===== src/rtl/hex_ui_pkg.sv =====
// Shared types and board defaults for the hex-entry keypad/display front end.
// Defaults assume a 100 MHz board clock: 10 ms debounce and a 1 ms digit refresh.
package hex_ui_pkg;

    localparam int unsigned DEBOUNCE_CYCLES_100MHZ = 1_000_000;
    localparam int unsigned REFRESH_CYCLES_100MHZ  = 100_000;

    typedef enum logic [1:0] {
        ST_EMPTY = 2'd0,
        ST_ENTRY = 2'd1,
        ST_FULL  = 2'd2
    } state_e;

endpackage


===== src/rtl/btn_debounce.sv =====
// Raw push button -> 2-flop synchronizer -> counter debounce -> 1-cycle rising-edge pulse.
// The pulse is high in the first cycle the debounced level reads 1; releases are silent.
module btn_debounce #(
    parameter int unsigned DEBOUNCE_CYCLES = 4
) (
    input  logic clk_i,
    input  logic reset_i,
    input  logic btn_i,
    output logic rise_o
);

    localparam int unsigned CW = $clog2(DEBOUNCE_CYCLES + 1);

    logic [1:0]    sync_q;
    logic          level_q;
    logic          rise_q;
    logic [CW-1:0] cnt_q;
    logic          last_d;

    assign last_d = (cnt_q == CW'(DEBOUNCE_CYCLES - 1));

    always_ff @(posedge clk_i) begin
        if (reset_i) begin
            sync_q  <= '0;
            level_q <= 1'b0;
            rise_q  <= 1'b0;
            cnt_q   <= '0;
        end else begin
            sync_q <= {sync_q[0], btn_i};
            rise_q <= 1'b0;
            // Any cycle that agrees with the accepted level restarts the count.
            if (sync_q[1] != level_q) begin
                if (last_d) begin
                    level_q <= sync_q[1];
                    rise_q  <= sync_q[1];
                    cnt_q   <= '0;
                end else begin
                    cnt_q <= cnt_q + 1'b1;
                end
            end else begin
                cnt_q <= '0;
            end
        end
    end

    assign rise_o = rise_q;

endmodule


===== src/rtl/hex_entry_scan_ctrl.sv =====
// Builds an NUM_DIGITS-nibble word from switch entries (one per debounced ENTER) and
// time-multiplexes the partially/fully entered word onto active-low anodes.
module hex_entry_scan_ctrl
    import hex_ui_pkg::*;
#(
    parameter int unsigned NUM_DIGITS      = 4,
    parameter int unsigned DEBOUNCE_CYCLES = DEBOUNCE_CYCLES_100MHZ,
    parameter int unsigned REFRESH_CYCLES  = REFRESH_CYCLES_100MHZ
) (
    input  logic                              clk_i,
    input  logic                              reset_i,
    input  logic [3:0]                        switches_i,
    input  logic                              btn_enter_i,
    input  logic                              btn_clear_i,
    output logic [4*NUM_DIGITS-1:0]           value_o,
    output logic                              value_valid_o,
    output logic [$clog2(NUM_DIGITS+1)-1:0]   entry_count_o,
    output logic [NUM_DIGITS-1:0]             an_o,
    output logic [3:0]                        hex_digit_o
);

    localparam int unsigned W  = 4 * NUM_DIGITS;
    localparam int unsigned CW = $clog2(NUM_DIGITS + 1);
    localparam int unsigned IW = $clog2(NUM_DIGITS);
    localparam int unsigned RW = $clog2(REFRESH_CYCLES + 1);

    logic           enter_p;
    logic           clear_p;
    state_e         state_q;
    logic [W-1:0]   buf_q;
    logic [W-1:0]   buf_shift_d;
    logic [W-1:0]   value_q;
    logic           value_valid_q;
    logic [CW-1:0]  cnt_q;
    logic [RW-1:0]  refresh_q;
    logic [IW-1:0]  idx_q;
    logic [NUM_DIGITS-1:0] an_q;
    logic [3:0]     hex_q;

    btn_debounce #(.DEBOUNCE_CYCLES(DEBOUNCE_CYCLES)) u_db_enter (
        .clk_i   (clk_i),
        .reset_i (reset_i),
        .btn_i   (btn_enter_i),
        .rise_o  (enter_p)
    );

    btn_debounce #(.DEBOUNCE_CYCLES(DEBOUNCE_CYCLES)) u_db_clear (
        .clk_i   (clk_i),
        .reset_i (reset_i),
        .btn_i   (btn_clear_i),
        .rise_o  (clear_p)
    );

    assign buf_shift_d = {buf_q[W-5:0], switches_i};

    always_ff @(posedge clk_i) begin
        if (reset_i) begin
            state_q       <= ST_EMPTY;
            buf_q         <= '0;
            value_q       <= '0;
            value_valid_q <= 1'b0;
            cnt_q         <= '0;
        end else begin
            value_valid_q <= 1'b0;
            // Clear outranks a simultaneous enter; the published value survives a clear.
            if (clear_p) begin
                state_q <= ST_EMPTY;
                buf_q   <= '0;
                cnt_q   <= '0;
            end else if (enter_p && state_q != ST_FULL) begin
                buf_q <= buf_shift_d;
                cnt_q <= cnt_q + 1'b1;
                if (cnt_q == CW'(NUM_DIGITS - 1)) begin
                    state_q       <= ST_FULL;
                    value_q       <= buf_shift_d;
                    value_valid_q <= 1'b1;
                end else begin
                    state_q <= ST_ENTRY;
                end
            end
        end
    end

    // Scan runs free of the FSM; digits at or above the entry count stay blanked.
    always_ff @(posedge clk_i) begin
        if (reset_i) begin
            refresh_q <= '0;
            idx_q     <= '0;
            an_q      <= '1;
            hex_q     <= '0;
        end else begin
            if (refresh_q == RW'(REFRESH_CYCLES - 1)) begin
                refresh_q <= '0;
                idx_q     <= (idx_q == IW'(NUM_DIGITS - 1)) ? '0 : idx_q + 1'b1;
            end else begin
                refresh_q <= refresh_q + 1'b1;
            end
            hex_q <= buf_q[{idx_q, 2'b00} +: 4];
            an_q  <= (CW'(idx_q) < cnt_q) ? ~(NUM_DIGITS'(1) << idx_q) : '1;
        end
    end

    assign value_o       = value_q;
    assign value_valid_o = value_valid_q;
    assign entry_count_o = cnt_q;
    assign an_o          = an_q;
    assign hex_digit_o   = hex_q;

endmodule


===== config.mk =====
export PLATFORM = sky130hd
export DESIGN_NAME = hex_entry_scan_ctrl
export DESIGN_NICKNAME = d
export VERILOG_FILES = /design/src/rtl/hex_ui_pkg.sv /design/src/rtl/btn_debounce.sv /design/src/rtl/hex_entry_scan_ctrl.sv
export SDC_FILE = /design/constraint.sdc
export NUM_CORES = 1
export LEC_CHECK = 0
export ABC_CLOCK_PERIOD_IN_PS = 2120
export CORE_UTILIZATION = 58
export CTS_CLUSTER_SIZE = 24
export DETAILED_ROUTE_END_ITERATION = 16
export PLACE_DENSITY = 0.84
export SLEW_MARGIN = 20
export SYNTH_ARGS = -nofsm -noshare
export SYNTH_HDL_FRONTEND = slang
export SYNTH_SLANG_ARGS = --single-unit

===== constraint.sdc =====
create_clock -name clk_i -period 2.12 [get_ports clk_i]
set_input_delay 0.53 -clock clk_i [delete_from_list [all_inputs] [get_ports clk_i]]
set_output_delay 0.53 -clock clk_i [all_outputs]
set_load 0.05 [all_outputs]

Word-level counts from Yosys, hierarchy flattened
Index checks and enable logic that the tools add are counted.

$add $sub $neg: 5. Order comparisons: 1. Eq/ne operators: 8. Shift operators: 2. Mux-type cells: 3. Bitwise operators: 8. Reductions and logical operators: 12.

Operators with widths (number): $add 20x1->20 const B (2); $eq 20x20->1 const B (2); $add 17x1->17 const B (1); $eq 17x17->1 const B (1); $shiftx 16x5->4 (1); $reduce_or 3->1 (5); $not 1->1 (7); $reduce_or 2->1 (3); $mux 2 (2); $not 4->4 (1); $reduce_and 2->1 (2); $shl 1x2->4 const A (1); $add 3x1->3 const B (1); $eq 3x2->1 const B (1); $lt 2x3->1 (1); $reduce_and 3->1 (1); $add 2x1->2 const B (1); $eq 2x2->1 const B (1); $ne 1x1->1 (2); $ne 2x2->1 const B (1); $logic_and 1x1->1 (1); $mux 1 (1).

Register bits after elaboration: 113. Input port bits: 8. Word-level logic and storage cells: 56.

Depth between registers and ports, before layout
Depth in word-level cells: 4. Mapped depth: 7. Mapped depth without buffers: 5.

Cells and area by module
From an unflattened synthesis, not the netlist that was laid out.

Cells, all modules: 515. Area total of the unflattened synthesis: 4645.7 um^2.

Modules (own cells, without submodules): hex_entry_scan_ctrl (instances 1, cells an instance 275, area each 2561.2 um^2); btn_debounce (instances 2, cells an instance 120, area each 1042.2 um^2).

Least setup slack after synthesis
No wires, ideal clock.

Path kind: flip-flop to flip-flop. Start: register cnt_q[2], in the netlist entry_count_o[2]. End: register value_q[10], in the netlist value_o[10]. Setup time: 128 ps. Data arrival time: 1980 ps. Slack: 13 ps. Cell stages (with the launch flop): 8. Path through: dfxtp_1 -> inv_1 -> ha_1 -> o2111ai_1 -> buf_1 -> buf_2 -> mux2i_1 -> nor2_1.

Cells in the longest elaborated chain, start to end: 2.

RTL lines: start: declaration (RTL line hex_entry_scan_ctrl.sv:34) `logic [CW-1:0] cnt_q;`; start signal: assignment (RTL line hex_entry_scan_ctrl.sv:72) `cnt_q <= cnt_q + 1'b1;`; $eq 3x2->1 (RTL line hex_entry_scan_ctrl.sv:73) `if (cnt_q == CW'(NUM_DIGITS - 1)) begin`; $reduce_and 3->1 (no line); end signal: assignment (RTL line hex_entry_scan_ctrl.sv:75) `value_q <= buf_shift_d;`; end: declaration (RTL line hex_entry_scan_ctrl.sv:32) `logic [W-1:0] value_q;`.

No other way between the ends. A chain may end at the register's enable or synchronous reset.

Worst setup path in the final report
Start: register value_q[14], in the netlist value_o[14]. End: output value_o[14].

RTL lines: end: declaration (RTL line hex_entry_scan_ctrl.sv:15) `output logic [4*NUM_DIGITS-1:0] value_o,`.

No word-level cell between the ends.

==> results.py <==
metrics = {
    "grt": {
        "globalRoute.totalOverflow": 0,
        "grt_first_pass_wirelength_um": 17100,
        "grt_pass1_vias": 3764,
        "largest_net_degree_at_the_start_of_global_routing": 24,
        "antenna_found_initial": 0,
        "grt_util_all_layers_pct": 26.0,
    },
    "die": {
        "fp.dieArea_um2": 8330,
        "num_rows": 32,
        "chipHeight_um": 91.3,
        "coreArea_um2": 7730,
        "io-pin-count": 36,
        "chipWidth_um": 91.3,
        "initial_utilization_pct": 59.8,
    },
    "timing": {
        "rsz0062_at_grt": "no",
        "timing.final.hold_violations": 0,
        "max_freq_ghz": 0.503,
        "timing.max_slew.rel_slack_pct": 49.8,
        "fin_setup_tns_ps": 0,
        "finalCritPeriodShare_pct": 93.8,
        "period_needed_ps": 1990,
        "worstMarginPinSlew_ps": 753,
        "setup_viol": 0,
        "slew_violations": 0,
        "skew_ps": 8.69,
    },
    "synth": {
        "synth_seq_cells": 113,
        "synthArstFlopShare_pct": 0,
        "synth_ff_type": "dfxtp_1",
        "synth.most_common_cell": "dfxtp_1",
        "post_synth_inst_count": 509,
        "post_synth_instance_area_um2": 4620,
        "number_of_enable_type_register_cells_in_the_synthesized_netlist": 0,
        "yosysTopAreaCellShare_pct": 48.9,
        "post_synth.cell_area_avg_um2": 9.08,
        "ys_warn_count": 0,
        "synth_top_cells_by_area": "dfxtp_1 49%, nand2_1 5.1%, nor2_1 5.0%, xor2_1 4.9%, a21oi_1 4.2%",
        "syn_nets": 527,
        "synth_cell_type_count": 40,
        "post-synth-top-area-cell": "dfxtp_1",
        "synth_common_cells": "113 x dfxtp_1, 63 x nand2_1, 61 x nor2_1",
        "synth_seq_area_share_pct": 48.9,
    },
    "placement": {
        "finalWeightedCongestion": 0.825,
        "dp_hpwl_um": 6260,
        "place.port_buffers": 35,
    },
    "critical_path": {
        "cp.required_ps": 1590,
        "wp_buf_inv": 1,
        "critical-path-max-stage-delay_ps": 580,
        "arrival_ps": 1460,
        "critical_path.top_delay_family": "buffers and inverters",
        "cp_cell_sequence": "dlygate4sd2_1",
        "critical_path_peak_fanout": 2,
        "timing_worst_setup_path_type": "reg -> out",
        "critPathLaunchType": "flip-flop",
        "worst_setup_path_end_kind": "primary output",
        "crit_slowest_cell": "dlygate4sd2_1",
    },
    "cts": {
        "clock_insertion_delay_worst_skew_ps": 520,
        "cts-hold-fix-buffers": 0,
        "cts.repair_timing.setup_buffer_count": 0,
        "cts_inserted_buffers": 17,
        "clock_tree_from_tritoncts": "yes",
        "cts.reportedPaths.clkPinSlew_ps": 60,
        "clock-root-buffer": "clkbuf_8",
        "tritoncts_num_sinks": 113,
        "h-tree-depth": 4,
        "cts.path.max_buffers": 2,
    },
    "cells_and_area": {
        "drive_gt1_share_pct": 9.25,
        "synthToLayoutAreaGrowth_pct": 21.3,
        "antenna_cells_inserted": 0,
        "nNetsFinal": 567,
    },
    "pwr": {
        "clockPowerShare_pct": 54.7,
        "powerDensity_nw_per_um2": 871,
        "total_power_mw": 4.88,
        "power.switching_mw": 1.13,
        "pwr-share-seq_pct": 43.9,
        "netSwitchingFraction_pct": 23.2,
        "vdd.ir_drop.worst_mv": 0.657,
        "leakage_nw": 2.12,
        "p_comb_share_pct": 1.4,
        "p_int_mw": 3.75,
    },
    "routing": {
        "number_of_antenna_violating_nets_in_the_routed_design": 0,
        "vias": 3817,
        "wire_per_inst_um": 15.1,
        "drtIter0Drc": 160,
        "remaining_drc_errors": 0,
        "number_of_detailed_routing_iterations_run_before_antenna_repair": 6,
        "final_routed_wirelength_um": 10000,
        "viasPerCell": 5.75,
    },
    "run_status": {
        "status": "finished clean",
    },
    "hold_path": {
        "holdCritPathClass": "reg -> reg",
    },
    "flow_run": {
        "max_cap_viol_count": 0,
    },
}
==> state kept, by name, indices dropped and copies added, names as in the netlist <==
| name | flops |
|---|---|
| an_o | 4 |
| buf_q | 16 |
| entry_count_o | 3 |
| hex_digit_o | 4 |
| idx_q | 2 |
| refresh_q | 17 |
| state_q | 2 |
| u_db_clear.cnt_q | 20 |
| u_db_clear.level_q | 1 |
| u_db_clear.rise_o | 1 |
| u_db_clear.sync_q | 2 |
| u_db_enter.cnt_q | 20 |
| u_db_enter.level_q | 1 |
| u_db_enter.rise_o | 1 |
| u_db_enter.sync_q | 2 |
| value_o | 16 |
| value_valid_o | 1 |
==> per-layer routing <==
| layer | track usage [%] | part of all wire, % | vias up |
|---|---|---|---|
| met1 | 30.0 | 42 | 1828 |
| met3 | 7.04 | 5.7 | 25 |
| li1 | - | - | 1853 |
| met4 | 11.8 | 2.2 | 0 |
| met5 | 0 | 0 | - |
| met2 | 45.0 | 50 | 111 |
==> repair_timing <==
| action | 4_1_cts | 5_1_grt |
|---|---|---|
| gates resized for setup | 25 | 1 |
| hold endpoints to repair | 0 | 0 |
| setup endpoints to repair | 25 | 17 |
| pin swaps | 0 | 0 |
==> power by group through the flow <==
| stage | combinational, mW | clock [mW] | sequential [mW] |
|---|---|---|---|
| 2_1_floorplan | 0.0380 | 0 | 2.18 |
| 3_3_place_gp | 0.0648 | 0 | 2.19 |
| 3_5_place_dp | 0.0667 | 0 | 2.19 |
| 4_1_cts | 0.0677 | 2.69 | 2.14 |
| 5_1_grt | 0.0762 | 2.78 | 2.14 |
| 6_report | 0.0686 | 2.67 | 2.14 |
==> stage by stage <==
stage / area, um^2 / worst slack (ps) / hold slack [ps] / utilization [%] / instances
floorplan: 4620 / 12.7 / 413 / - / 509
global placement: 5070 / 178 / 422 / 65.6 / 632
detailed placement: 5070 / 118 / 438 / 65.6 / 632
CTS: 5600 / 89.6 / 451 / 72.5 / 664
global route: 5610 / 110 / 472 / 72.6 / 664
finish: 5610 / 131 / 447 / 72.6 / 664
==> worst paths after layout <==
| check | from | to | slack [ps] | depth (start not counted) |
|---|---|---|---|---|
| worst max-delay path | value_o[14] | value_o[14] | 130 | 1 |
| worst min-delay path | refresh_q[0] | refresh_q[0] | 450 | 1 |
| worst min register to register | refresh_q[0] | refresh_q[0] | 450 | 1 |
| worst max register to register | u_db_clear.cnt_q[2] | u_db_clear.cnt_q[17] | 210 | 4 |
==> kinds of logic after synthesis <==
family	count (synthesis)	synth area share, %
adder cells (fa/ha/maj)	10	2.71
flip-flops	113	48.9
XOR/XNOR	37	7.01
buffers and inverters	33	2.81
AND/OR/NAND/NOR	229	24.9
multiplexers	21	5.63
AO/OA/AOI/OAI	66	8.01
==> placed cells by master (no fill, tap or decap), drive strengths merged, types with 2 or more instances in the layout <==
cell type,count
xor2,26
mux2i,17
buf,10
nand4,19
nand2,63
nor2,61
clkinvlp,3
or4,10
nand2b,4
xnor2,11
nand3,18
nor4b,5
o21ai,14
nor2b,8
clkinv,3
and4,4
clkbuf,17
nor3b,2
or3,12
nor4,4
nor3,2
o31ai,7
clkdlybuf4s50,7
a21oi,39
inv,20
mux4,4
and3,11
and2,2
ha,10
dfxtp,113
nor4bb,2
o21a,2
dlygate4sd2,25
==> layout make-up <==
cell class,instances,area [um^2]
clock buffers,17,414
clock inverters,15,149
fillers,532,2120
inverters,12,45.0
multi-input cells,363,2240
flip-flops and latches,113,2260
well taps,102,128
repair buffers,42,364
No activity file was read; power rests on OpenSTA's default activity.
